File: config.mk
export PLATFORM = sky130hd
export DESIGN_NAME = univ_shiftreg
export DESIGN_NICKNAME = d
export VERILOG_FILES = /design/src/rtl/univ_shiftreg_pkg.sv /design/src/rtl/univ_shiftreg_bitcnt.sv /design/src/rtl/univ_shiftreg.sv
export SDC_FILE = /design/constraint.sdc
export NUM_CORES = 1
export LEC_CHECK = 0
export ABC_AREA = 1
export BUFFER_PORTS_ARGS = -buffer_cell sky130_fd_sc_hd__buf_2
export CAP_MARGIN = 20
export CORE_MARGIN = 3
export CORE_UTILIZATION = 40
export CTS_CLUSTER_DIAMETER = 150
export DETAILED_ROUTE_END_ITERATION = 10
export PLACE_DENSITY = 0.68
export SYNTH_ARGS = -nofsm -noshare
export SYNTH_HDL_FRONTEND = slang
export SYNTH_SLANG_ARGS = --single-unit
File: constraint.sdc
create_clock -name clk -period 1 [get_ports clk]
set_input_delay 0 -clock clk [delete_from_list [all_inputs] [get_ports clk]]
set_output_delay 0 -clock clk [all_outputs]
set_load 0.01 [all_outputs]
File: src/rtl/univ_shiftreg_pkg.sv
// Shared definitions for the universal shift register: mode encodings and
// the helper that sizes the shift counter.
package univ_shiftreg_pkg;

  typedef enum logic [1:0] {
    MODE_HOLD    = 2'd0,
    MODE_SHIFT_R = 2'd1,
    MODE_SHIFT_L = 2'd2,
    MODE_LOAD    = 2'd3
  } mode_e;

  // Bits needed to hold a shift count from 0 up to width.
  function automatic int cnt_w(input int width);
    return $clog2(width + 1);
  endfunction

endpackage

File: src/rtl/univ_shiftreg_bitcnt.sv
// shift_bitcnt: frame counter for the universal shift register. Counts shift
// edges, wraps at WIDTH-1 and emits a registered one-cycle done pulse on the
// WIDTH-th shift. clr restarts the frame; idle cycles leave cnt untouched.
module shift_bitcnt
  import univ_shiftreg_pkg::*;
#(
  parameter int WIDTH = 8
) (
  input  logic                       clk,
  input  logic                       rst,
  input  logic                       shift_en,
  input  logic                       clr,
  output logic [cnt_w(WIDTH)-1:0]    cnt,
  output logic                       done
);

  localparam int CW = cnt_w(WIDTH);
  localparam logic [CW-1:0] LAST = CW'(WIDTH - 1);

  logic [CW-1:0] cnt_q, cnt_d;
  logic          done_q, done_d;

  // Next count / done: done is a pulse, so it defaults low every cycle.
  always_comb begin
    cnt_d  = cnt_q;
    done_d = 1'b0;
    if (clr) begin
      cnt_d = '0;
    end else if (shift_en) begin
      if (cnt_q == LAST) begin
        cnt_d  = '0;
        done_d = 1'b1;
      end else begin
        cnt_d = cnt_q + 1'b1;
      end
    end
  end

  // Counter and pulse registers; reset discards any partial frame.
  always_ff @(posedge clk or posedge rst) begin
    if (rst) begin
      cnt_q  <= '0;
      done_q <= 1'b0;
    end else begin
      cnt_q  <= cnt_d;
      done_q <= done_d;
    end
  end

  assign cnt  = cnt_q;
  assign done = done_q;

endmodule

File: src/rtl/univ_shiftreg.sv
// univ_shiftreg: universal shift register with hold, shift right, shift left
// and parallel load, plus a frame counter (shift_bitcnt) that pulses done
// after every WIDTH shifts in either direction.
// Optional build macro UNIV_SHIFTREG_ROTATE_EN adds input rot: when high,
// shifts recirculate the bit falling off the far end instead of sin_r/sin_l.
module univ_shiftreg
  import univ_shiftreg_pkg::*;
#(
  parameter int WIDTH = 8
) (
  input  logic                       clk,
  input  logic                       rst,
  input  logic [1:0]                 mode,
  input  logic                       sin_r,
  input  logic                       sin_l,
`ifdef UNIV_SHIFTREG_ROTATE_EN
  input  logic                       rot,
`endif
  input  logic [WIDTH-1:0]           pdata,
  output logic [WIDTH-1:0]           q,
  output logic                       sout_r,
  output logic                       sout_l,
  output logic [cnt_w(WIDTH)-1:0]    cnt,
  output logic                       done
);

  mode_e            mode_s;
  logic [WIDTH-1:0] q_q, q_d;
  logic             fill_r, fill_l;
  logic             shift_en, load_en;

  assign mode_s = mode_e'(mode);

  // Bit entering each end of the register on a shift.
`ifdef UNIV_SHIFTREG_ROTATE_EN
  assign fill_r = rot ? q_q[0]       : sin_r;
  assign fill_l = rot ? q_q[WIDTH-1] : sin_l;
`else
  assign fill_r = sin_r;
  assign fill_l = sin_l;
`endif

  // Next register contents selected by mode.
  always_comb begin
    q_d = q_q;
    unique case (mode_s)
      MODE_HOLD:    q_d = q_q;
      MODE_SHIFT_R: q_d = {fill_r, q_q[WIDTH-1:1]};
      MODE_SHIFT_L: q_d = {q_q[WIDTH-2:0], fill_l};
      MODE_LOAD:    q_d = pdata;
      default:      q_d = q_q;
    endcase
  end

  // Data register; asynchronous reset clears it immediately.
  always_ff @(posedge clk or posedge rst) begin
    if (rst) q_q <= '0;
    else     q_q <= q_d;
  end

  assign shift_en = (mode_s == MODE_SHIFT_R) || (mode_s == MODE_SHIFT_L);
  assign load_en  = (mode_s == MODE_LOAD);

  shift_bitcnt #(
    .WIDTH (WIDTH)
  ) u_bitcnt (
    .clk      (clk),
    .rst      (rst),
    .shift_en (shift_en),
    .clr      (load_en),
    .cnt      (cnt),
    .done     (done)
  );

  assign q      = q_q;
  assign sout_r = q_q[0];
  assign sout_l = q_q[WIDTH-1];

endmodule
Yosys cells after proc, flatten, opt, wreduce, memory -nomap -nowiden

Cells that the tools add are included.

Word-level logic and storage cells: 18
Input port bits: 14
Register bits after elaboration: 13
Output and inout bits: 15

Mux-type cells: 7
Eq/ne operators: 4
Add/sub/neg operators: 1
Reductions and logical operators: 3

Operators by type and width:

| kind                | count |
|---|---|
| $pmux 8 s3          | 1 |
| $mux 4              | 3 |
| $add 4x1->4 const B | 1 |
| $eq 2x2->1 const B  | 2 |
| $eq 4x3->1 const B  | 1 |
| $mux 1              | 3 |
| $eq 2x1->1 const B  | 1 |
| $logic_not 2->1     | 1 |
| $reduce_bool 2->1   | 1 |
| $logic_or 1x1->1    | 1 |

Longest topological paths before layout

Depth in word-level cells: 4
Gate-level depth with buffers: 8
Mapped depth without buffers: 7

Cells and area by module

From an unflattened synthesis, not the netlist that was laid out.

Cell total of the unflattened synthesis: 123
Area total of the unflattened synthesis: 850.8 um^2

By module, submodules not included:

| module        | cells each | times used | sequential area each (um^2) | area an instance (um^2) |
|---|---|---|---|---|
| univ_shiftreg | 95         | 1          | 200.2                       | 606.8 |
| shift_bitcnt  | 28         | 1          | 125.1                       | 244.0 |

Worst setup path after synthesis

No wires, ideal clock.

Path kind: flip-flop to flip-flop
Start: register u_bitcnt.cnt_q[1] (netlist: u_bitcnt.cnt[1])
End: register u_bitcnt.cnt_q[0] (netlist: u_bitcnt.cnt[0])
Clock period less this slack: 1.086 ns
Arrival time: 0.966 ns
Buffers on the path: 0
Data required time: 0.879 ns
Cell stages (with the launch flop): 7
Path slack: -0.086 ns
Library setup time: 0.121 ns
Cell sequence: dfrtp_1 ha_1 nand2_1 nor2_2 nor2_4 nand2_1 o21ai_2

Word-level cells in the longest chain between the ends: 4

Ends and longest elaborated chain:

| element                | RTL line                   | text |
|---|---|---|
| start, declared        | univ_shiftreg_bitcnt.sv:20 | `logic [CW-1:0] cnt_q, cnt_d;` |
| start signal, assigned | univ_shiftreg_bitcnt.sv:45 | `cnt_q <= cnt_d;` |
| $eq 4x3->1             | univ_shiftreg_bitcnt.sv:30 | `if (cnt_q == LAST) begin` |
| $mux 4                 | univ_shiftreg_bitcnt.sv:30 |  |
| $mux 4                 | univ_shiftreg_bitcnt.sv:29 | `end else if (shift_en) begin` |
| $mux 4                 | univ_shiftreg_bitcnt.sv:27 | `if (clr) begin` |

No other way between the ends. The select of a mux whose other input is x is not followed.
A chain may end at the register's enable or synchronous reset.

Final worst setup path

Start: register u_bitcnt.cnt_q[0] (netlist: u_bitcnt.cnt[0])
End: register u_bitcnt.cnt_q[3] (netlist: u_bitcnt.cnt[3])

Word-level cells in the longest chain between the ends: 4
Elaborated cells on any way between the ends: 5
Classes of those cells: add/sub (1); eq/ne (1); mux (3)

Ends and longest elaborated chain:

| element                                   | RTL line |
|---|---|
| $add 4x1->4 or $eq 4x3->1 (tied branches) | univ_shiftreg_bitcnt.sv:34, univ_shiftreg_bitcnt.sv:30 |
| $mux 4 (*)                                | univ_shiftreg_bitcnt.sv:30 |
| $mux 4 (*)                                | univ_shiftreg_bitcnt.sv:29 |
| $mux 4 (*)                                | univ_shiftreg_bitcnt.sv:27 |

Mark *: on every way between the ends. The rest lies on a longest branch, timed or not. The select of a mux whose other input is x is not followed.

==> metrics <==
GRT Util Overall 15.01%; Seq/Total Area, Yosys 37.30%; post-route ant nets 0; max_cap viols 0; async set-reset flop share out of synthesis 100.0%; area leader, netlist dfrtp_1; Clock Tree Root clkbuf_4; Area Growth Syn to Fin 27.26%; Final Max Tran Viols 0; commonest cells after routing, fill and taps aside buf_2 (28), nor2_1 (26), nand2_1 (24); clk_lat worst skew 0.27 ns; share of layout cells above drive strength 1 38.31%; Synth Warn # 0; Nets 173; CP Max Fanout 2; Fmax 0.9948 GHz; Main synth FF type dfrtp_1; via/cell ratio 4.326; die area roughly 0.0028 mm2; Flop pwr share ~42%; Residual DRC 0; Setup TNS -0.008849 ns; Worst Hold Class in2reg; PortBufs 28; CP endpoint kind flip-flop; row cnt 16; DP Worst Slack -0.05561 ns; outcome complete, but fails checks; Post-synth EDFFs 0; RD Place Congestion 0.7311; Syn Nets 137; CTS buffer count 3; Die H ~53 um; area occupied by multi-input gates 436.7 um2; critical path class reg2reg; failing checks negative setup slack; Leak Pwr 0.0006292 uW; final hold vios 0; CTS tree built; starting DRC count in detailed routing 8; Diodes inserted 0; first drt pass iteration count 4; combinational power share 39.5%; Synth Register Bits 13; final setup fails 2; maximum vdd drop 1.134 mV; critical path arrival 1.23 ns; first-pass GRT wire length between 3000 and 4000 um; Mapped Cells ~120; pin count of the biggest net entering global routing 21; gr ovfl total 0; RSZ-0062 raised after global routing yes; P_int between 1000 and 1500 uW; Worst Setup Slack, final -0.005259 ns; clock sink total 13; Die Wd roughly 53 um; clock slew at reported path FFs 0.08 ns; I/O pin count 29; Yosys cell types 19; CP Data Required Time approximately 1.2 ns; vias in the first global route 701; Sw Ratio 37.96%; Syn Std Cell Area 872.1 um2; area of the core 0.002022 mm2; hpwl dp 1408 um; Clock Power Share 18.3%; final worst path period share 100.5%; Relative slew margins 65.23%; FILL cells 204; starting density of the core 43.13%; clock buffer depth 2; switching power a little under 700 uW; H-Tree Depth 1; sequential cell area ~330 um2; skew final 0.003115 ns; syn_area_per_cell 7.328 um2; antenna violations before repair 0; via count about 800; top cells by area, synth dfrtp_1 (37%), nand2_1 (11%), nor2_1 (11%); DR WL/cell 9.956 um; most common cell after layout, fill and taps aside buf_2; crit path time final 1.005 ns; startpoint types flip-flop; final wirelength 1802 um; post-synth top area share 37.30%; Worst Tran Pin Value 0.5209 ns; pwr dens 1632 mW/mm2
## flip-flops by register name (all words and copies together) (netlist names)
signal / flops
q: 8
u_bitcnt.cnt: 4
u_bitcnt.done: 1
## path summary, 6_finish.rpt
check	start	end	slack, ns	cells past startpoint
max	u_bitcnt.cnt[0]$_DFFE_PP0P_	u_bitcnt.cnt[3]$_DFFE_PP0P_	-0.005	6
min	pdata[4]	q[4]$_DFFE_PP0P_	0.04	5
max reg2reg	u_bitcnt.cnt[0]$_DFFE_PP0P_	u_bitcnt.cnt[3]$_DFFE_PP0P_	-0.005	6
min reg2reg	q[0]$_DFFE_PP0P_	q[0]$_DFFE_PP0P_	0.55	2
max in group asynchronous	rst	q[4]$_DFFE_PP0P_	0.36	3
min in group asynchronous	rst	q[6]$_DFFE_PP0P_	0.29	3
## power by group through the flow
stage / clock network, uW / logic [uW] / registers, uW
floorplan: 0 / 375 / 836
detailed placement: 0 / 707 / 777
CTS: 343 / 720 / 765
global placement: 0 / 693 / 771
global route: 366 / 818 / 783
finish: 331 / 715 / 765
## repair_timing
action | CTS | global route
gates resized for setup | 0 | 2
setup endpoints to repair | 2 | 4
hold buffers | 1 | 0
buffers inserted | 0 | 0
pin swaps | 0 | 2
endpoints found under the hold margin | 13 | 0
## Yosys cell counts, types with 2 or more instances
| master | number |
|---|---|
| nand2_1 | 26 |
| nor2_1 | 26 |
| inv_1 | 15 |
| dfrtp_1 | 13 |
| nand3_1 | 11 |
| nor2_2 | 9 |
| ha_1 | 4 |
| buf_4 | 3 |
| buf_6 | 2 |
## kinds of logic after synthesis
group	share of synthesized area [%]
adder cells (fa/ha/maj)	5.739
buffers and inverters	14.63
flip-flops	37.30
AND/OR/NAND/NOR	40.74
AO/OA/AOI/OAI	1.578
## worst max-delay path, stage by stage, from the launching register on
cell,delay [ns]
dfrtp_1,0.40
ha_2,0.20
nand2_2,0.10
nor2_4,0.04
nor2_4,0.10
nand3_2,0.06
nand2_1,0.05
## area by class of cell
class / count / share of cell area (%)
Tap cell: 27 / 3.044
Sequential cell: 13 / 29.31
Clock buffer: 4 / 2.368
Timing Repair Buffer: 37 / 18.94
Multi-Input combinational cell: 82 / 39.35
Inverter: 18 / 6.990
## through the flow
stage	hold slack (ns)	power [uW]	instance area, um2	util [%]	instances
floorplan	-0.1230	1211	882.1	-	119
global placement	0.06621	1464	1066	52.72	176
detailed placement	0.07864	1484	1066	52.72	176
CTS	0.03782	1828	1102	54.52	181
global route	0.05820	1967	1110	54.89	181
finish	0.04309	1811	1110	54.89	181
## per-layer routing
layer | wire length, um | share of wire [%] | up-vias | GRT usage, %
met5 | 0 | 0 | - | 0
met4 | 18 | 1.0 | 0 | 6.383
met3 | 99 | 5.5 | 2 | 2.564
met2 | 903 | 50 | 16 | 25.41
met1 | 781 | 43 | 341 | 18.50
li1 | - | - | 424 | -
Note: power is estimated with default switching activity, not from simulation.
